File: src/rtl/fifo_pkg.sv
// Shared definitions for the programmable synchronous FIFO family.
// Read-mode selectors and the pointer-width helper.
// No logic; imported by the FIFO top.
package fifo_pkg;

    // Read-mode selectors for the FWFT parameter
    localparam int FIFO_MODE_STD  = 0;
    localparam int FIFO_MODE_FWFT = 1;

    // Pointers carry one extra wrap bit beyond the memory index
    function automatic int ptr_width(input int depth);
        return $clog2(depth) + 1;
    endfunction

endpackage

File: src/rtl/fifo_mem_2p.sv
// DEPTH x DATA_WIDTH storage, one synchronous write port, one async read port.
// Latency: write lands at the clock edge, read is combinational.
// Backpressure: none; the caller only writes accepted words.
module fifo_mem_2p #(
    parameter int DATA_WIDTH = 8,
    parameter int DEPTH      = 16,
    parameter int ADDR_BITS  = $clog2(DEPTH)
) (
    input  logic                  clk,
    input  logic                  wr_en,
    input  logic [ADDR_BITS-1:0]  wr_addr,
    input  logic [DATA_WIDTH-1:0] wr_data,
    input  logic [ADDR_BITS-1:0]  rd_addr,
    output logic [DATA_WIDTH-1:0] rd_data
);

    logic [DATA_WIDTH-1:0] mem [DEPTH];

    // Storage write; contents deliberately survive reset
    always_ff @(posedge clk) begin
        if (wr_en) begin
            mem[wr_addr] <= wr_data;
        end
    end

    assign rd_data = mem[rd_addr];

endmodule

File: src/rtl/sync_fifo_prog.sv
// Synchronous FIFO with programmable almost flags, sticky errors, high-water stat.
// Latency: 1 cycle read in standard mode; head word visible 1 cycle after write in FWFT mode.
// Backpressure: writes to a full FIFO are dropped (overflow) unless a read frees a slot.
module sync_fifo_prog
    import fifo_pkg::*;
#(
    parameter int DATA_WIDTH = 8,
    parameter int DEPTH      = 16,
    parameter int ADDR_BITS  = $clog2(DEPTH),
    parameter int FWFT       = 0
) (
    input  logic                  clk,
    input  logic                  rst_n,
    input  logic                  wr_en,
    input  logic [DATA_WIDTH-1:0] wr_data,
    input  logic                  rd_en,
    output logic [DATA_WIDTH-1:0] rd_data,
    input  logic [ADDR_BITS:0]    af_thresh,
    input  logic [ADDR_BITS:0]    ae_thresh,
    input  logic                  stat_clr,
    output logic                  full,
    output logic                  empty,
    output logic                  almost_full,
    output logic                  almost_empty,
    output logic                  overflow,
    output logic                  underflow,
    output logic                  ovf_sticky,
    output logic                  unf_sticky,
    output logic [ADDR_BITS:0]    count,
    output logic [ADDR_BITS:0]    high_water
);

    localparam int PTR_W = ptr_width(DEPTH);
    localparam logic [PTR_W-1:0] DEPTH_CNT = PTR_W'(DEPTH);

    logic [PTR_W-1:0]      wr_ptr;
    logic [PTR_W-1:0]      rd_ptr;
    logic [PTR_W-1:0]      count_next;
    logic                  rd_acc;
    logic                  wr_acc;
    logic                  wr_rej;
    logic                  rd_rej;
    logic [DATA_WIDTH-1:0] mem_rd_data;

    // Occupancy is the pointer distance; the wrap bit disambiguates full from empty
    assign count        = wr_ptr - rd_ptr;
    assign full         = (count == DEPTH_CNT);
    assign empty        = (count == '0);
    assign almost_full  = (count >= af_thresh);
    assign almost_empty = (count <= ae_thresh);

    // A read frees a slot in the same cycle, so a full FIFO can still take a write
    assign rd_acc = rd_en && !empty;
    assign wr_acc = wr_en && (!full || rd_acc);
    assign wr_rej = wr_en && !wr_acc;
    assign rd_rej = rd_en && !rd_acc;

    // Occupancy after this edge, feeding the high-water statistic
    always_comb begin
        count_next = count;
        case ({wr_acc, rd_acc})
            2'b10:   count_next = count + PTR_W'(1);
            2'b01:   count_next = count - PTR_W'(1);
            default: count_next = count;
        endcase
    end

    // Pointer advance on accepted transfers
    always_ff @(posedge clk or negedge rst_n) begin
        if (!rst_n) begin
            wr_ptr <= '0;
            rd_ptr <= '0;
        end else begin
            if (wr_acc) begin
                wr_ptr <= wr_ptr + PTR_W'(1);
            end
            if (rd_acc) begin
                rd_ptr <= rd_ptr + PTR_W'(1);
            end
        end
    end

    // Error pulses, sticky copies (set beats clear) and high-water tracking
    always_ff @(posedge clk or negedge rst_n) begin
        if (!rst_n) begin
            overflow   <= 1'b0;
            underflow  <= 1'b0;
            ovf_sticky <= 1'b0;
            unf_sticky <= 1'b0;
            high_water <= '0;
        end else begin
            overflow  <= wr_rej;
            underflow <= rd_rej;
            if (wr_rej) begin
                ovf_sticky <= 1'b1;
            end else if (stat_clr) begin
                ovf_sticky <= 1'b0;
            end
            if (rd_rej) begin
                unf_sticky <= 1'b1;
            end else if (stat_clr) begin
                unf_sticky <= 1'b0;
            end
            if (stat_clr || (count_next > high_water)) begin
                high_water <= count_next;
            end
        end
    end

    fifo_mem_2p #(
        .DATA_WIDTH (DATA_WIDTH),
        .DEPTH      (DEPTH),
        .ADDR_BITS  (ADDR_BITS)
    ) u_mem (
        .clk     (clk),
        .wr_en   (wr_acc),
        .wr_addr (wr_ptr[ADDR_BITS-1:0]),
        .wr_data (wr_data),
        .rd_addr (rd_ptr[ADDR_BITS-1:0]),
        .rd_data (mem_rd_data)
    );

    if (FWFT == FIFO_MODE_FWFT) begin : g_fwft
        // Head word is presented directly; zero when nothing is queued
        assign rd_data = empty ? '0 : mem_rd_data;
    end else begin : g_std
        // Registered read port, updated only on accepted reads
        always_ff @(posedge clk or negedge rst_n) begin
            if (!rst_n) begin
                rd_data <= '0;
            end else if (rd_acc) begin
                rd_data <= mem_rd_data;
            end
        end
    end

endmodule

File: config.mk
export PLATFORM = sky130hd
export DESIGN_NAME = sync_fifo_prog
export DESIGN_NICKNAME = d
export VERILOG_FILES = /design/src/rtl/fifo_pkg.sv /design/src/rtl/fifo_mem_2p.sv /design/src/rtl/sync_fifo_prog.sv
export SDC_FILE = /design/constraint.sdc
export NUM_CORES = 1
export LEC_CHECK = 0
export CAP_MARGIN = 10
export CORE_UTILIZATION = 55
export CTS_BUF_LIST = sky130_fd_sc_hd__clkbuf_4 sky130_fd_sc_hd__clkbuf_8
export CTS_CLUSTER_SIZE = 10
export DETAILED_ROUTE_END_ITERATION = 8
export HOLD_SLACK_MARGIN = 0.08
export PLACE_DENSITY = 0.82
export SYNTH_ARGS = -nofsm -noshare
export SYNTH_HDL_FRONTEND = slang
export SYNTH_HIERARCHICAL = 1
export SYNTH_SLANG_ARGS = --single-unit
File: constraint.sdc
create_clock -name clk -period 7.45 [get_ports clk]
set_input_delay 0.745 -clock clk [delete_from_list [all_inputs] [get_ports clk]]
set_output_delay 0.745 -clock clk [all_outputs]
set_load 0.1 [all_outputs]
Yosys cells after proc, flatten, opt, wreduce, memory -nomap -nowiden
Memories as Yosys holds them, arrays and structs flattened. A register that Yosys moved wholly into a read port is not among the register bits.
Index checks and enable logic that the tools add are counted.
- register bits: 19
- bits in latches: 0
- memory bits (writable): 128
- memory bits (read-only): 0
- input bits: 23
- output and inout bits: 26
- word-level logic and storage cells: 39
- memories: 1
- memory list (name ; depth ; width ; rd ports ; clocked after Yosys merged registers in ; wr ports ; RTL line ; source):
    u_mem.mem ; 16 ; 8 ; 1 ; 1 ; 1 ; fifo_mem_2p.sv:17 ; logic [DATA_WIDTH-1:0] mem [DEPTH];
- $add $sub $neg: 5
- multipliers: 0
- div/mod/pow operators: 0
- $lt $le $gt $ge: 3
- eq/ne operators: 3
- shift operators: 0
- multiplexer cells: 6
- bitwise operators: 0
- reductions and logical operators: 14
- operators with widths (cell ; count):
    $add 5x1->5 const B ; 3
    $pmux 5 s2 ; 1
    $eq 5x5->1 const B ; 1
    $ge 5x5->1 ; 1
    $gt 5x5->1 ; 1
    $le 5x5->1 ; 1
    $logic_not 1->1 ; 5
    $logic_not 5->1 ; 1
    $mux 1 ; 5
    $sub 5x1->5 const B ; 1
    $sub 5x5->5 ; 1
    $logic_and 1x1->1 ; 4
    $reduce_bool 2->1 ; 2
    $eq 2x1->1 const B ; 1
    $eq 2x2->1 const B ; 1
    $logic_or 1x1->1 ; 2

Depth between registers and ports, before layout
- depth after elaboration: 10
- mapped depth: 25
- depth with buffers taken out: 23

Modules after synthesis
The synthesis kept the hierarchy.
- by module, submodules not included (module ; instances ; cells an instance ; area an instance (um^2) ; seq. area each (um^2)):
    fifo_mem_2p ; 1 ; 221 ; 4987.3 ; 3843.7
    sync_fifo_prog ; 1 ; 216 ; 1918.1 ; 675.6

Least setup slack after synthesis
No wires, ideal clock.
- path kind: register to output
- from: register rd_ptr[2]
- to: output port almost_empty
- arrival: 4.818 ns
- data required time: 6.705 ns
- path slack: 1.887 ns
- stages on the path, launching flop included: 10
- buffers on the path: 0
- cell sequence: dfrtp_1 -> inv_1 -> ha_1 -> a21oi_1 -> nand2_1 -> xor2_1 -> ha_1 -> a21oi_1 -> nor2b_1 -> o22ai_1
- cells in the longest elaborated chain, start to end: 2
- ends and longest elaborated chain (what ; RTL line ; source):
    from (decl) ; sync_fifo_prog.sv:37 ; logic [PTR_W-1:0] rd_ptr;
    from (signal assigned) ; sync_fifo_prog.sv:78 ; rd_ptr <= rd_ptr + PTR_W'(1);
    $sub 5x5->5 ; sync_fifo_prog.sv:46 ; assign count = wr_ptr - rd_ptr;
    via count[3] ; sync_fifo_prog.sv:29 ; output logic [ADDR_BITS:0] count,
    $le 5x5->1 ; sync_fifo_prog.sv:50 ; assign almost_empty = (count <= ae_thresh);
    to (decl) ; sync_fifo_prog.sv:24 ; output logic almost_empty,
The timed path passes the listed nets, and every way through them passes these cells.

Worst setup path after layout
- from: register rd_ptr[1]
- to: register high_water[1]
- cells in the longest elaborated chain, start to end: 10
- elaborated cells between the ends (all ways): 15
- classes of those cells: add/sub: 3; order compare: 1; eq/ne: 3; mux: 1; reduce/logical: 7
- ends and longest elaborated chain (what ; RTL line ; source):
    $sub 5x5->5 (*) ; sync_fifo_prog.sv:46 ;
    $logic_not 5->1 ; sync_fifo_prog.sv:48 ; assign empty = (count == '0);
    $logic_not 1->1 ; sync_fifo_prog.sv:53 ; assign rd_acc = rd_en && !empty;
    $logic_and 1x1->1 ; sync_fifo_prog.sv:53 ;
    $logic_or 1x1->1 ; sync_fifo_prog.sv:54 ; assign wr_acc = wr_en && (!full || rd_acc);
    $logic_and 1x1->1 ; sync_fifo_prog.sv:54 ;
    $eq 2x1->1 or $eq 2x2->1 (tied branches) ; sync_fifo_prog.sv:61 ; case ({wr_acc, rd_acc})
    $pmux 5 s2 (*) ; sync_fifo_prog.sv:61 ;
    via count_next[4] ; sync_fifo_prog.sv:38 ; logic [PTR_W-1:0] count_next;
    $gt 5x5->1 (*) ; sync_fifo_prog.sv:104 ; if (stat_clr || (count_next > high_water)) begin
    $logic_or 1x1->1 (*) ; sync_fifo_prog.sv:104 ;
    to (signal assigned) ; sync_fifo_prog.sv:105 ; high_water <= count_next;
    to (decl) ; sync_fifo_prog.sv:30 ; output logic [ADDR_BITS:0] high_water
Mark *: on every way through the listed nets, which the timed path passes. The rest lies on a longest branch.
A chain may end at the register's enable or synchronous reset.

==> results.sh <==
export IMPL_slew_headroom=0.335
export IMPL_path_common_cell="a21oi_1"
export IMPL_clk_insertion_delay_late_ns=0.43
export IMPL_setup_worst_path_start_class="register"
export IMPL_netlist_instances=437
export IMPL_setup_violations=0
export IMPL_drive_above_1_share=0.136
export IMPL_slowest_delay_ns=0.74
export IMPL_ys_seq_elements=155
export IMPL_gr_total_overflow=0
export IMPL_cts_tree="done"
export IMPL_worst_path_buf_inv=2
export IMPL_regArea_um2=4520
export IMPL_netlist_area_leader_share=0.557
export IMPL_htreeDepth=4
export IMPL_design_portCount=49
export IMPL_place_gp_congestion=0.856
export IMPL_drc=0
export IMPL_yosysSeqAreaShare=0.654
export IMPL_rows=40
export IMPL_wl_per_cell_um=20.4
export IMPL_grt_pass1_wl_um=21800
export IMPL_worst_pin_slew_ns=0.998
export IMPL_cts_made_buffers=17
export IMPL_hold_class="reg -> reg"
export IMPL_max_cap_violations=0
export IMPL_die_y_um=114
export IMPL_slowest_stage="dfrtp_2"
export IMPL_hold_viol=0
export IMPL_rsz0062_at_grt="false"
export IMPL_cts_hold_buf=0
export IMPL_arrival_ns=5.87
export IMPL_die_w_um=114
export IMPL_fin_crit_ns=5.56
export IMPL_fillerInstances=817
export IMPL_synth_nets=486
export IMPL_cp_top_family="compound AO/OA/AOI/OAI gates"
export IMPL_cts_resized=0
export IMPL_netlist_top_cells_count="128 x edfxtp_1, 44 x nand2_1, 27 x dfrtp_1, 25 x nor2_1, 24 x ha_1"
export IMPL_fmax_mhz=180
export IMPL_min_period_over_period=0.746
export IMPL_wirelength_um=13800
export IMPL_cts_setup_buffers=0
export IMPL_ys_flop_type="edfxtp_1"
export IMPL_antenna_found_initial=0
export IMPL_grt_use_met2=0.368
export IMPL_port_buffers=48
export IMPL_synthTopCellsByArea="edfxtp_1 56%, dfrtp_1 9.8%, mux4_2 5.9%, mux4_1 5.3%, ha_1 4.3%"
export IMPL_worst_clock_skew_ns=0.0133
export IMPL_nets=545
export IMPL_ant_nets=0
export IMPL_slew_violations=0
export IMPL_first_iter_violations=462
export IMPL_grt_pass1_vias=3906
export IMPL_coreArea_um2=12100
export IMPL_end_kind="register"
export IMPL_status="completed"
export IMPL_grt_met1_usage=0.325
export IMPL_dr_pass1_iters=5
export IMPL_worstPathRequired_ns=7.76
export IMPL_via_per_inst=5.85
export IMPL_clock_sinks=155
export IMPL_multi_input_area_um2=2180
export IMPL_syn_to_final_growth_pct=15.4
export IMPL_worstSetupPathType="reg -> reg"
export IMPL_ys_warn_count=6
export IMPL_grt_start_max_net_pins=37
export IMPL_dp_hpwl_um=9330
export IMPL_clk_pin_slew_ns=0.08
export IMPL_start_util=0.570
export IMPL_crit_fanout=36
export IMPL_fin_tns_setup_ns=0
export IMPL_vias=3962
export IMPL_synth_avg_cell_area_um2=15.8
export IMPL_clock_path_buffers=2
export IMPL_yosys_cell_types_count=48
export IMPL_synth_most_common_cell="edfxtp_1"
export IMPL_async_flop_share=0.174
export IMPL_gr_max_usage_layer="met2"
export IMPL_synth_edf_count=128
export IMPL_final_util=0.658
export IMPL_antennaDiodeCount=0
export IMPL_crit_chain="fa_1 -> nand2b_1 -> a21oi_1 -> xor2_2 -> inv_2 -> o21ai_4 -> inv_2 -> fa_1 -> a21o_1 -> a21oi_1 -> nor2_1 -> a211oi_1 -> a21oi_1 -> nand2_1 -> ha_1 -> and3_1 -> a211oi_1 -> a32oi_1 -> or2_2 -> o32ai_1 -> a21oi_1"
export IMPL_grt_met3_usage=0.0566
export IMPL_cts_root_buffer="clkbuf_8"
export IMPL_grt_usage=0.233
export IMPL_yosys_area_top_type="edfxtp_1"
export IMPL_dieArea_um2=13000
export IMPL_syn_area_um2=6910
## worst register-to-register path: stages, from the launching register on
cell	delay (ns)
dfrtp_2	0.74
fa_1	0.60
nand2b_1	0.17
a21oi_1	0.21
xor2_2	0.35
inv_2	0.21
o21ai_4	0.26
inv_2	0.13
fa_1	0.43
a21o_1	0.18
a21oi_1	0.31
nor2_1	0.09
a211oi_1	0.23
a21oi_1	0.09
nand2_1	0.08
ha_1	0.24
and3_1	0.15
a211oi_1	0.24
a32oi_1	0.12
or2_2	0.38
o32ai_1	0.17
a21oi_1	0.07
## path summary, 6_finish.rpt
check	from	to	slack, ns	cells past startpoint
worst max-delay path	rd_ptr[1]$_DFFE_PN0N_	high_water[1]$_DFFE_PN0P_	1.89	21
worst min-delay path	rd_data[7]$_DFFE_PN0N_	rd_data[7]$_DFFE_PN0N_	0.48	2
worst max register to register	rd_ptr[1]$_DFFE_PN0N_	high_water[1]$_DFFE_PN0P_	1.89	21
worst min register to register	rd_data[7]$_DFFE_PN0N_	rd_data[7]$_DFFE_PN0N_	0.48	2
max in group asynchronous	rst_n	rd_ptr[0]$_DFFE_PN0N_	6.45	2
min in group asynchronous	rst_n	high_water[2]$_DFFE_PN0P_	0.69	2
## registers in the layout, indices dropped and copies added (netlist names)
name	flops
rd_ptr	5
wr_ptr	5
unf_sticky	1
high_water	5
underflow	1
overflow	1
rd_data	8
u_mem/mem	128
ovf_sticky	1
## cell families (layout without fill, tap and decap cells)
group / count (synthesis) / in the layout / share of synthesized area
flip-flops: 155 / 155 / 0.654
AND/OR/NAND/NOR: 110 / 110 / 0.0743
buffers and inverters: 39 / 111 / 0.0294
XOR/XNOR: 14 / 14 / 0.0188
AO/OA/AOI/OAI: 61 / 61 / 0.0618
multiplexers: 32 / 32 / 0.112
adder cells (fa/ha/maj): 26 / 26 / 0.0493
## cells in the final DEF, fill, tap and decap left out, types with 14 or more instances in the layout
cell and count:
nor2_1 25, inv_1 22, clkdlybuf4s50_1 48, mux4_2 18, clkbuf_8 17, nand2_1 44, a22oi_1 16, mux4_1 14
dfrtp_1 25, ha_1 24, edfxtp_1 128
## layer usage
layer / share of wire / wire length (µm)
met5: 0 / 0
met4: 0.011 / 147
met3: 0.060 / 834
met2: 0.49 / 6840
met1: 0.43 / 6020
## area by class of cell
type / count / area share
clock buffers: 18 / 0.0303
clock inverters: 14 / 0.0245
inverters: 25 / 0.0118
multi-input cells: 243 / 0.274
flip-flops and latches: 155 / 0.567
well taps: 168 / 0.0264
repair buffers: 54 / 0.0656
## stage by stage
step | instance area (µm²) | worst slack, ns | std cells | hold slack (ns)
2_1_floorplan | 6910 | 1.89 | 437 | 0.449
3_3_place_gp | 7530 | 2.23 | 644 | 0.461
3_5_place_dp | 7530 | 2.04 | 645 | 0.465
4_1_cts | 7970 | 2.02 | 677 | 0.490
5_1_grt | 7970 | 1.61 | 677 | 0.503
6_report | 7970 | 1.89 | 677 | 0.483
Power is not shown: default switching activity piles up to over one toggle a cycle in this logic, so the estimate is an artifact.
